--- config.mk ---
export PLATFORM = sky130hd
export DESIGN_NAME = spi_wb_cmd_bridge
export DESIGN_NICKNAME = d
export VERILOG_FILES = /design/src/rtl/spi_wb_cmd_bridge.sv
export SDC_FILE = /design/constraint.sdc
export NUM_CORES = 1
export LEC_CHECK = 0
export ABC_AREA = 1
export CORE_MARGIN = 2
export CORE_UTILIZATION = 40
export CTS_BUF_LIST = sky130_fd_sc_hd__clkbuf_4
export CTS_CLUSTER_DIAMETER = 100
export DETAILED_ROUTE_END_ITERATION = 10
export DONT_BUFFER_PORTS = 1
export PLACE_DENSITY_LB_ADDON = 0.08
export SLEW_MARGIN = 10
export SYNTH_ARGS = -nofsm -noshare
export SYNTH_HDL_FRONTEND = slang
export SYNTH_SLANG_ARGS = --single-unit
--- constraint.sdc ---
create_clock -name i_sys_clk -period 1.7 [get_ports i_sys_clk]
set_clock_uncertainty 0.2 [all_clocks]
set_input_delay 0.255 -clock i_sys_clk [delete_from_list [all_inputs] [get_ports i_sys_clk]]
set_output_delay 0.255 -clock i_sys_clk [all_outputs]
set_load 0.05 [all_outputs]
--- src/rtl/spi_wb_cmd_bridge.sv ---
// SPI command frame decoder driving one Wishbone classic cycle per frame.
// Read frames return a header byte plus four data bytes on the SPI transmit side.
module spi_wb_cmd_bridge #(
  parameter int          TIMEOUT_CYCLES = 1024,
  parameter logic [7:0]  PAD_BYTE       = 8'h00,
  parameter logic [7:0]  CMD_READ       = 8'hA1,
  parameter logic [7:0]  CMD_WRITE      = 8'hA2,
  parameter logic [7:0]  RSP_OK         = 8'hA3,
  parameter logic [7:0]  RSP_ERR        = 8'hA4
) (
  input  logic        i_sys_clk,
  input  logic        i_rst_n,
  input  logic        i_cs_n,
  input  logic        i_rx_valid,
  input  logic [7:0]  i_rx_data,
  input  logic        i_tx_req,
  output logic [7:0]  o_tx_data,
  output logic [31:0] o_wb_adr,
  output logic [31:0] o_wb_dat,
  input  logic [31:0] i_wb_dat,
  output logic        o_wb_we,
  output logic [3:0]  o_wb_sel,
  output logic        o_wb_cyc,
  output logic        o_wb_stb,
  input  logic        i_wb_ack,
  input  logic        i_wb_err,
  output logic        o_busy
);

  localparam int            TW       = $clog2(TIMEOUT_CYCLES + 1);
  localparam logic [TW-1:0] TMR_LAST = TW'(TIMEOUT_CYCLES - 1);

  typedef enum logic [2:0] {IDLE, ADDR, WDATA, WB, RESP, DRAIN} state_t;

  state_t        state_q, state_d;
  logic [2:0]    cnt_q;
  logic          rd_q;
  logic          cs_hi_q;
  logic [31:0]   adr_q;
  logic [31:0]   dat_q;
  logic [39:0]   rsp_q;
  logic [TW-1:0] tmr_q;

  logic wb_done;
  logic last_byte;
  logic frame_end;

  assign wb_done   = i_wb_ack | i_wb_err | (tmr_q == TMR_LAST);
  assign last_byte = i_rx_valid && (cnt_q == 3'd3);
  // Chip-select release aborts everything except a running bus cycle.
  assign frame_end = i_cs_n && (state_q != WB);

  always_ff @(posedge i_sys_clk or negedge i_rst_n) begin
    if (!i_rst_n) state_q <= IDLE;
    else          state_q <= state_d;
  end

  always_comb begin
    state_d = state_q;
    case (state_q)
      IDLE: begin
        if (i_rx_valid)
          state_d = (i_rx_data == CMD_READ || i_rx_data == CMD_WRITE) ? ADDR : DRAIN;
      end
      ADDR: begin
        if (last_byte) state_d = rd_q ? WB : WDATA;
      end
      WDATA: begin
        if (last_byte) state_d = WB;
      end
      WB: begin
        if (wb_done) begin
          if (cs_hi_q || i_cs_n) state_d = IDLE;
          else                   state_d = rd_q ? RESP : DRAIN;
        end
      end
      RESP: begin
        if (i_tx_req && cnt_q == 3'd4) state_d = DRAIN;
      end
      DRAIN:   state_d = DRAIN;
      default: state_d = IDLE;
    endcase
    if (frame_end) state_d = IDLE;
  end

  always_ff @(posedge i_sys_clk or negedge i_rst_n) begin
    if (!i_rst_n) begin
      cnt_q   <= '0;
      rd_q    <= 1'b0;
      cs_hi_q <= 1'b0;
      adr_q   <= '0;
      dat_q   <= '0;
      rsp_q   <= '0;
      tmr_q   <= '0;
    end else if (frame_end) begin
      cnt_q   <= '0;
      cs_hi_q <= 1'b0;
      tmr_q   <= '0;
    end else begin
      case (state_q)
        IDLE: begin
          cnt_q <= '0;
          if (i_rx_valid) rd_q <= (i_rx_data == CMD_READ);
        end
        ADDR: begin
          if (i_rx_valid) begin
            adr_q <= {adr_q[23:0], i_rx_data};
            cnt_q <= last_byte ? 3'd0 : cnt_q + 3'd1;
          end
        end
        WDATA: begin
          if (i_rx_valid) begin
            dat_q[{cnt_q[1:0], 3'b000} +: 8] <= i_rx_data;
            cnt_q <= last_byte ? 3'd0 : cnt_q + 3'd1;
          end
        end
        WB: begin
          tmr_q <= tmr_q + TW'(1);
          if (i_cs_n) cs_hi_q <= 1'b1;
          if (wb_done) begin
            tmr_q   <= '0;
            cs_hi_q <= 1'b0;
            cnt_q   <= '0;
            // err takes priority over a simultaneous ack
            if (i_wb_ack && !i_wb_err) rsp_q <= {i_wb_dat, RSP_OK};
            else                       rsp_q <= {32'h0, RSP_ERR};
          end
        end
        RESP: begin
          if (i_tx_req) begin
            rsp_q <= {PAD_BYTE, rsp_q[39:8]};
            cnt_q <= cnt_q + 3'd1;
          end
        end
        default: ;
      endcase
    end
  end

  assign o_tx_data = (state_q == RESP) ? rsp_q[7:0] : PAD_BYTE;
  assign o_wb_cyc  = (state_q == WB);
  assign o_wb_stb  = (state_q == WB);
  assign o_wb_we   = (state_q == WB) && !rd_q;
  assign o_wb_sel  = (state_q == WB) ? 4'hF : 4'h0;
  assign o_wb_adr  = adr_q;
  assign o_wb_dat  = dat_q;
  assign o_busy    = (state_q != IDLE);

endmodule
==> summary.md <==
| Metric | Value |
|---|---|
| Status | finished with violations |
| Failing checks | hold timing, setup timing |
| R2R cell count | 11 |
| Gr usage total | ~22% |
| Worst reg2reg path endpoint | o_wb_dat[16]$_DFFE_PN0P_ |
| Die ar. | approximately 16000 sq um |
| Power Total | 13.2 mW |
| Post-DP HPWL | just under 10000 microns |
| Final hold viol count | 123 |
| Clk_lat worst skew | about 0.55 ns |
| Vias per cell | around 5.3 |
| Sequential fraction of the synthesis area | 51.9% |
| ANT nets after route | 0 |
| Routed WL per cell | ~17 microns |
| Vias in the first global route | 5576 |
| Clock slew at reported path FFs | approximately 0.11 ns |
| Hold Path Class | in2async |
| RR Startpoint | state_q[2]$_DFFE_PN0P_ |
| Minimum hold slack | -0.821 ns |
| DR DRC count | 0 |
| Final Cycle Share | 122% |
| Hold_buf cts | 45 |
| Rel. slew slack | between 60 and 70% |
| Synth Cell Area | ~5900 sq um |
| Routed vias | ~5600 |
| Setup slack, reg-to-reg | -0.30 ns |
| First-pass DRT Iterations | 4 |
| CTS buffer count | 17 |
| Crit end category | output port |
| Clock sink count | 123 |
| Routed wire length | approximately 18000 microns |
| Syn avg cell area | ~8.5 sq um |
| RePlAce Congestion | ~0.8 |
| Htree depth | 4 |
| Root Driver | clkbuf_4 |
| Layout Cells excl Fill | ~1000 |
| Post-Syn Nets | 748 |
| Final nets | 900 |
| Placed inst area | ~6400 sq um |
| Yosys reg bits | around 120 |
| Yosys warns | 0 |
| Core area | between 10000 and 15000 sq um |
| Gr ovfl total | 0 |
| Pre-CTS setup slack | -0.0450 ns |
| Crit path DAT | 1.62 ns |
| Port bufs | 0 |
| Num ports | 127 |
| CTS tree | yes |
| Clock Path Buffers | 2 |
| Die width | between 100 and 150 microns |
| Peak supply drop | 570 uV |
| Data required time of the worst path | between 1 and 1.5 ns |
| Minimum clock period | ~2.1 ns |
| Leakage | 4.35 nW |
| First-pass GRT wire length | about 28000 microns |
| Final Setup Violations | between 100 and 150 |
| Fin area | 9310 sq um |
| Initial antenna violation count | 2 |
| Slew @ Worst Pin | a little under 0.5 ns |
| PD cells | around 1400 nW/um^2 |
| Placed insts | between 800 and 900 |
| RSZ-0062 raised after global routing | true |
| Area Overhead vs Synth | 56.9% |
| Max_cap viols | 0 |
| Setup TNS | -28.22 ns |
| Layout cell share with drive strength beyond 1 | roughly half |
| CP Class | reg2out |
| Pin count of the biggest net entering global routing | 124 |
| Initial DRC count | about 320 |
| Crit path max fanout | 5 |
| Layout Utilization | about 64% |
| Fin. max-slew vios | 0 |
| Die height | 126 microns |
| Synth cell types | 34 |
| Rows | 44 |
| FMAX | 483 MHz |
| Final WS setup | -0.372 ns |
| Initial Utilization | around two fifths |
| CP Launch Type | flop |
| Mapped Cells | 694 |
metal layers:
metal	track usage (%)	part of all wire [%]
met1	26.5	41
met2	38.8	51
met3	6.20	5.8
met4	7.18	1.8
met5	0	0
layout by cell type, fill, tap and decap left out, drive strengths merged, types with 5 or more instances in the layout:
master,instances
inv,61
a21oi,18
dlygate4sd3,45
ha,7
a22o,24
buf,115
clkinv,10
nand3,74
clkbuf,25
nand2,183
nor2,61
dfrtp,123
o21ai,74
nand4,16
xor2,5
cell usage after synthesis, drive strengths merged:
library cell	count	share of area (%)
clkinv	1	0.063
xnor2	1	0.15
a22o	24	3.5
a31oi	1	0.11
nand4	16	1.7
a21oi	18	1.5
o22ai	3	0.32
o21a	1	0.13
nand2	182	12
xor2	5	0.74
ha	7	1.5
clkbuf	7	0.44
inv	61	3.9
o21ai	74	6.2
o31ai	1	0.13
nand3b	3	0.80
dfrtp	123	52
nor2	61	4.5
buf	29	3.6
or2	1	0.11
nor3	2	0.17
nand3	73	6.7
report_power, final:
part / total, mW / internal [mW] / switching, mW
Sequential: 6.06 / 3.76 / 2.30
Combinational: 5.02 / 2.25 / 2.77
Clock: 2.12 / 1.03 / 1.09
Total: 13.2 / 7.04 / 6.16
worst max-delay path, stage by stage (launching register included):
cell	delay, ns
dfrtp_2	0.43
inv_2	0.08
nand3_4	0.12
buf_12	0.17
nor2_4	0.11
buf_8	0.15
area by class of cell:
cell class / instances / area [sq um]
Timing Repair inverter: 2 / 11.3
Tap cell: 184 / 230
Inverter: 62 / 258
Fill cell: 1178 / 5230
Multi-Input combinational cell: 475 / 3330
Antenna cell: 2 / 5.00
Sequential cell: 123 / 3150
Timing Repair Buffer: 165 / 2050
Clock buffer: 20 / 150
Clock inverter: 11 / 128
worst max path at each step:
stage,startpoint,to,slack [ns],cells after the start
floorplan,state_q[1]$_DFFE_PN0P_,o_tx_data[0],-0.10,4
global placement,cnt_q[1]$_DFFE_PN0P_,cnt_q[2]$_DFFE_PN0P_,-0.03,6
detailed placement,state_q[2]$_DFFE_PN0P_,o_wb_dat[31]$_DFFE_PN0P_,-0.04,8
CTS,state_q[1]$_DFFE_PN0P_,o_tx_data[3],-0.41,5
global route,state_q[0]$_DFFE_PN0P_,o_tx_data[0],-0.47,5
finish,state_q[0]$_DFFE_PN0P_,o_tx_data[1],-0.37,5
timing repair:
item | 4_1_cts | 5_1_grt
gates cloned | 14 | 10
hold endpoints to repair | 245 | 123
pin swaps | 61 | 37
resized for setup | 221 | 189
setup buffers | 36 | 18
setup endpoints to repair | 122 | 146
logic make-up (layout without fill, tap and decap cells):
| logic type | count (synthesis) | in the layout | synth area share, % |
|---|---|---|---|
| and+or+nand+nor | 338 | 340 | 25.8 |
| DFF | 123 | 123 | 51.9 |
| AOI/OAI and AO/OA | 122 | 122 | 12.0 |
| buffers and inverters | 98 | 260 | 7.95 |
| adders and majority gates | 7 | 7 | 1.48 |
| xor gates and xnor gates | 6 | 6 | 0.886 |
| other | 0 | 2 | 0 |
sequential cells by signal, indices dropped and copies added, names as in the netlist:
signal,cells
state_q,3
tmr_q,11
cnt_q,3
cs_hi_q,1
o_wb_adr,32
rd_q,1
o_wb_dat,32
rsp_q,40
Note: power is estimated with default switching activity, not from simulation.
